<file path="src/rtl/lsu_pkg.sv">
// rtl/lsu_pkg.sv - shared constants and FSM state type for the load/store unit
package lsu_pkg;

  localparam int WORD_SIZE = 32;

  localparam logic [2:0] LSU_LB  = 3'b000;
  localparam logic [2:0] LSU_LH  = 3'b001;
  localparam logic [2:0] LSU_LW  = 3'b010;
  localparam logic [2:0] LSU_LBU = 3'b100;
  localparam logic [2:0] LSU_LHU = 3'b101;
  localparam logic [2:0] LSU_SB  = 3'b000;
  localparam logic [2:0] LSU_SH  = 3'b001;
  localparam logic [2:0] LSU_SW  = 3'b010;

  typedef enum logic [1:0] {IDLE, ACCESS, RESP} lsu_state_t;

endpackage

</file>
<file path="src/rtl/lsu_load_format.sv">
// rtl/lsu_load_format.sv - selects the addressed lane of a read word and sign/zero-extends it
module lsu_load_format
  import lsu_pkg::*;
(
  input  logic [2:0]           funct3,
  input  logic [1:0]           offset,
  input  logic [WORD_SIZE-1:0] rdata,
  output logic [WORD_SIZE-1:0] data
);

  logic [WORD_SIZE-1:0] lane;

  always_comb begin
    lane = rdata >> {offset, 3'b000};
    data = rdata;
    case (funct3)
      LSU_LB:  data = {{24{lane[7]}}, lane[7:0]};
      LSU_LH:  data = {{16{lane[15]}}, lane[15:0]};
      LSU_LBU: data = {24'd0, lane[7:0]};
      LSU_LHU: data = {16'd0, lane[15:0]};
      default: data = rdata;
    endcase
  end

endmodule

</file>
<file path="src/rtl/load_store_unit.sv">
// rtl/load_store_unit.sv - single-transaction data-memory access stage with req/ready handshake
// Optional ACCESS-state timeout abort: define LSU_TIMEOUT_EN.
module load_store_unit #(
  parameter int WORD_SIZE = lsu_pkg::WORD_SIZE
`ifdef LSU_TIMEOUT_EN
  , parameter int TIMEOUT_CYCLES = 16
`endif
) (
  input  logic                 clk,
  input  logic                 reset,
  input  logic                 start,
  input  logic                 is_store,
  input  logic [2:0]           funct3,
  input  logic [WORD_SIZE-1:0] addr,
  input  logic [WORD_SIZE-1:0] store_data,
  output logic                 busy,
  output logic                 done,
  output logic [WORD_SIZE-1:0] load_data,
  output logic                 err_misaligned,
  output logic                 err_illegal,
  output logic                 mem_req,
  output logic                 mem_we,
  output logic [WORD_SIZE-1:0] mem_addr,
  output logic [3:0]           mem_be,
  output logic [WORD_SIZE-1:0] mem_wdata,
  input  logic                 mem_ready,
  input  logic [WORD_SIZE-1:0] mem_rdata
);

  import lsu_pkg::*;

  lsu_state_t           state, state_next;
  logic                 st_q, ill_q, mis_q;
  logic [2:0]           f3_q;
  logic [1:0]           off_q;
  logic                 legal, misaligned, req_ok;
  logic [3:0]           be_new;
  logic [WORD_SIZE-1:0] wdata_new, fmt_data;

`ifdef LSU_TIMEOUT_EN
  localparam int CNT_W = $clog2(TIMEOUT_CYCLES + 1);
  logic [CNT_W-1:0] tmo_cnt;
  logic             timeout;
  assign timeout = (state == ACCESS) && !mem_ready && (tmo_cnt == CNT_W'(TIMEOUT_CYCLES - 1));
`endif

  // Request decode on the live inputs; only consumed when a start is accepted.
  always_comb begin
    legal      = 1'b0;
    misaligned = 1'b0;
    be_new     = 4'b1111;
    wdata_new  = store_data;
    if (is_store) legal = funct3 inside {LSU_SB, LSU_SH, LSU_SW};
    else          legal = funct3 inside {LSU_LB, LSU_LH, LSU_LW, LSU_LBU, LSU_LHU};
    case (funct3[1:0])
      2'b00: begin
        be_new    = 4'b0001 << addr[1:0];
        wdata_new = {4{store_data[7:0]}};
      end
      2'b01: begin
        be_new     = 4'b0011 << {addr[1], 1'b0};
        wdata_new  = {2{store_data[15:0]}};
        misaligned = addr[0];
      end
      default: begin
        be_new     = 4'b1111;
        misaligned = |addr[1:0];
      end
    endcase
  end

  assign req_ok = legal && !misaligned;

  always_comb begin
    state_next = state;
    case (state)
      IDLE:    if (start) state_next = req_ok ? ACCESS : RESP;
      ACCESS: begin
        if (mem_ready) state_next = RESP;
`ifdef LSU_TIMEOUT_EN
        else if (timeout) state_next = RESP;
`endif
      end
      RESP:    state_next = IDLE;
      default: state_next = IDLE;
    endcase
  end

  lsu_load_format u_load_format (
    .funct3 (f3_q),
    .offset (off_q),
    .rdata  (mem_rdata),
    .data   (fmt_data)
  );

  always_ff @(posedge clk) begin
    if (!reset) begin
      state     <= IDLE;
      st_q      <= 1'b0;
      ill_q     <= 1'b0;
      mis_q     <= 1'b0;
      f3_q      <= 3'd0;
      off_q     <= 2'd0;
      mem_addr  <= '0;
      mem_be    <= 4'd0;
      mem_wdata <= '0;
      load_data <= '0;
`ifdef LSU_TIMEOUT_EN
      tmo_cnt   <= '0;
`endif
    end else begin
      state <= state_next;
      if (state == IDLE && start) begin
        st_q      <= is_store;
        f3_q      <= funct3;
        off_q     <= addr[1:0];
        ill_q     <= !legal;
        mis_q     <= legal && misaligned;
        mem_addr  <= {addr[WORD_SIZE-1:2], 2'b00};
        mem_be    <= be_new;
        mem_wdata <= wdata_new;
      end
      if (state == ACCESS && mem_ready && !st_q) load_data <= fmt_data;
`ifdef LSU_TIMEOUT_EN
      if (state == IDLE) tmo_cnt <= '0;
      else if (state == ACCESS && !mem_ready) tmo_cnt <= tmo_cnt + 1'b1;
      if (timeout) ill_q <= 1'b1;
`endif
    end
  end

  assign busy           = (state == ACCESS);
  assign mem_req        = (state == ACCESS);
  assign mem_we         = (state == ACCESS) && st_q;
  assign done           = (state == RESP);
  assign err_illegal    = (state == RESP) && ill_q;
  assign err_misaligned = (state == RESP) && mis_q;

endmodule
</file>
<file path="config.mk">
export PLATFORM = sky130hd
export DESIGN_NAME = load_store_unit
export DESIGN_NICKNAME = d
export VERILOG_FILES = /design/src/rtl/lsu_pkg.sv /design/src/rtl/lsu_load_format.sv /design/src/rtl/load_store_unit.sv
export SDC_FILE = /design/constraint.sdc
export NUM_CORES = 1
export LEC_CHECK = 0
export ABC_CLOCK_PERIOD_IN_PS = 3600
export CORE_AREA = 3 3 116 118
export DETAILED_ROUTE_END_ITERATION = 12
export DIE_AREA = 0 0 119 121
export PLACE_DENSITY = 0.77
export SLEW_MARGIN = 20
export SYNTH_ARGS = -nofsm -noshare
export SYNTH_HDL_FRONTEND = slang
export SYNTH_SLANG_ARGS = --single-unit
</file>
<file path="constraint.sdc">
create_clock -name clk -period 3.6 [get_ports clk]
set_clock_uncertainty 0.05 [all_clocks]
set_input_delay 0.72 -clock clk [delete_from_list [all_inputs] [get_ports clk]]
set_output_delay 0.72 -clock clk [all_outputs]
set_load 0.05 [all_outputs]
</file>
==> reports/qor.txt <==
outcome: complete, no violations
Nets: 870
Sink Count: 108
wire length per cell after detailed routing: 16.8 um
# fillers: 1084
Yosys warnings: 0
Combinational Power Share: 26.9%
critical-path cell list: nor2b_1, and2_1, clkdlybuf4s50_1
Final Cycle Share: 76.1%
worst hold path type: register to register
internal cell power: 2.15 mW
clock root buffer: clkbuf_16
gpl congestion: 0.956
Port Buffers: 207
critical path type: register to output pin
Worst Setup End Kind: output pin
P_leak: 2.81 nW
P per Cell Area: 422 nW/um^2
switching share of power: 32.5%
Hold-fix buffers, CTS: 0
fmax: 365 MHz
#FFs+latches synth: 108
htree depth: 3
largest net degree at the start of global routing: 61
CTS Buffer Depth: 2
Num CTS Buffers: 9
Post-CTS Setup Bufs: 0
post-synthesis cell type count: 37
max-slew violation count: 0
diode count: 0
Hold Crit Start: mem_wdata[5]
1st-pass router iterations: 5
vias per cell: 5.19
die footprint: 14400 um^2
Post-DP HPWL: 11700 um
crit path DAT: 1.97 ns
post-route setup slack: 0.862 ns
DRC Markers: 0
Multi-input gate area: 2690 um^2
Critical Path Fanout Max: 5
Routed Antenna Nets: 0
Required @ worst endpoint: 2.83 ns
FF-to-FF Start: off_q[0]
DR vias: 4894
dpl ws: 0.569 ns
Setup crit start kind: register
Final Hold Fails: 0
starting density of the core: 40.7%
Slowest cell on crit path: clkdlybuf4s50_1
CTS tree: built
sequential fraction of design power: 41.1%
delay-heaviest family, CP: buffers and inverters
Site Rows: 41
Clock power frac: 32.0%
RSZ-0062 raised after global routing: no
Die Y: 121 um
Die Wd: 119 um
min Tclk post-route: 2.74 ns
slew margin rel.: 32.3%
Final Total Pwr: 3.19 mW
clk slew on worst S/H paths: 0.07 ns
setup TNS: 0 ns
layout cells sized above 1: 5.71%
sum of buffers and inverters on the critical path: 1
core area: 12600 um^2
post-CTS sizing: 0
Starting DRT DRC Count: 334
number of global-route vias before repair: 4610
Maximum Capacitance Violations: 0
Final Setup Violations: 0
final wirelength: 15800 um
Worst IR Drop VDD: 0.000305 V
sw power: 1.04 mW
Seq/Total Area, Yosys: 42.2%
first-pass GRT wire length: 24500 um
Post-Synthesis Cells: 592
synthesized area: 5120 um^2
I/O pin total: 210
Total Routing Usage GR: 21.3%
clock latency at the later pin of the worst-skew pair: 0.35 ns
Layout Area Growth over Synthesis: 47.4%
CP Launch Point: state[0]
gr ovfl total: 0
post-synthesis area per instance: 8.65 um^2
initial antenna violation count: 0
actual slew at the worst max-slew pin: 1.02 ns
slowest cell delay on critical path: 0.80 ns
register area: 2160 um^2
-- synthesized netlist by cell type, drive strengths merged --
cell type | instances | area [um^2]
or3b | 1 | 8.76
o211a | 16 | 160
nand2b | 5 | 31.3
o2bb2ai | 7 | 61.3
a21boi | 55 | 413
a31oi | 19 | 269
buf | 18 | 125
nand2 | 156 | 586
o211ai | 15 | 113
mux2i | 36 | 360
dfxtp | 108 | 2160
a2bb2oi | 7 | 61.3
o21bai | 1 | 7.51
nor2b | 5 | 31.3
clkinv | 1 | 3.75
nor3b | 2 | 15.0
nor3 | 1 | 5.00
conb | 1 | 3.75
o21ai | 31 | 155
o21a | 1 | 7.51
a2111oi | 1 | 8.76
clkbuf | 39 | 146
nor2 | 21 | 78.8
nand3b | 8 | 60.1
a21oi | 13 | 65.1
nand3 | 8 | 40.0
or3 | 2 | 12.5
and2 | 4 | 25.0
mux4 | 1 | 22.5
o22ai | 1 | 6.26
and4bb | 1 | 12.5
o32ai | 7 | 61.3
-- sequential cells by signal, indices dropped and copies added (netlist names) --
signal / count
load_data: 32
off_q: 2
state: 2
st_q: 1
mem_addr: 30
mem_wdata: 32
mis_q: 1
ill_q: 1
mem_be: 4
f3_q: 3
-- cell families (layout without fill, tap and decap cells) --
logic type,Yosys count,count (layout),synth area share (%)
other cells,1,2,0.0733
mux,37,37,7.48
simple gates,214,214,17.7
flops,108,108,42.2
compound gates,174,174,27.1
buf+inv,58,236,5.38
-- path summary, 6_finish.rpt --
path	endpoint	slack, ns	cells past startpoint
worst max-delay path	mem_we	0.86	3
worst min-delay path	mem_wdata[5]	0.41	2
worst max register to register	load_data[20]	1.28	4
worst min register to register	mem_wdata[5]	0.41	2
-- final cells by class --
type                       count  share of cell area (%)
clock inverter                 7                    1.08
sequential                   108                    28.7
clock buffer                   9                    2.98
tap                          172                    2.85
inverter                       1                  0.0497
timing repair buffer         219                    28.8
multi-input combinational    427                    35.6
-- through the flow --
step	util [%]	cell area (um^2)	instances	hold WS, ns
3_5_place_dp	57.6	7240	927	0.406
2_1_floorplan	-	5120	593	0.386
4_1_cts	60.0	7550	943	0.417
3_3_place_gp	57.6	7240	927	0.400
5_1_grt	60.0	7550	943	0.436
6_report	60.0	7550	943	0.412
-- worst register-to-register path: stages (launching register included) --
cell	delay, ns
dfxtp_1	0.48
mux2i_1	0.18
mux4_2	0.48
or3_1	0.74
a31oi_1	0.32
-- per-layer routing --
| metal | wire length [um] | share of wire [%] | track usage, % |
|---|---|---|---|
| met1 | 6680 | 42 | 26.3 |
| met2 | 7750 | 49 | 35.9 |
| met3 | 1010 | 6.4 | 5.31 |
| met5 | 0 | 0 | 0 |
| met4 | 388 | 2.5 | 8.04 |
-- power by group through the flow --
stage / clock (mW) / sequential [mW] / combinational [mW]
after floorplan: 0 / 1.57 / 0.304
after global placement: 0 / 1.34 / 0.844
after detailed placement: 0 / 1.34 / 0.858
after CTS: 1.05 / 1.31 / 0.859
after global routing: 1.09 / 1.32 / 0.908
final: 1.02 / 1.31 / 0.857
-- cells in the final DEF, fill, tap and decap left out, drive strengths merged, types with 2 or more instances in the layout --
| master | netlist | layout |
|---|---|---|
| nand3 | 8 | 8 |
| o211a | 16 | 16 |
| o32ai | 7 | 7 |
| clkdlybuf4s50 | 0 | 206 |
| or3 | 2 | 2 |
| and2 | 4 | 4 |
| conb | 1 | 2 |
| a31oi | 19 | 19 |
| o211ai | 15 | 15 |
| mux2i | 36 | 36 |
| a21oi | 13 | 13 |
| buf | 18 | 13 |
| nor3b | 2 | 2 |
| nor2 | 21 | 21 |
| nand2b | 5 | 5 |
| a21boi | 55 | 55 |
| dfxtp | 108 | 108 |
| clkinv | 1 | 3 |
| o2bb2ai | 7 | 7 |
| nand3b | 8 | 8 |
| nor2b | 5 | 5 |
| nand2 | 156 | 156 |
| clkbuf | 39 | 9 |
| o21ai | 31 | 31 |
| a2bb2oi | 7 | 7 |
| inv | 0 | 3 |
Power figures use the tool's default switching activity.
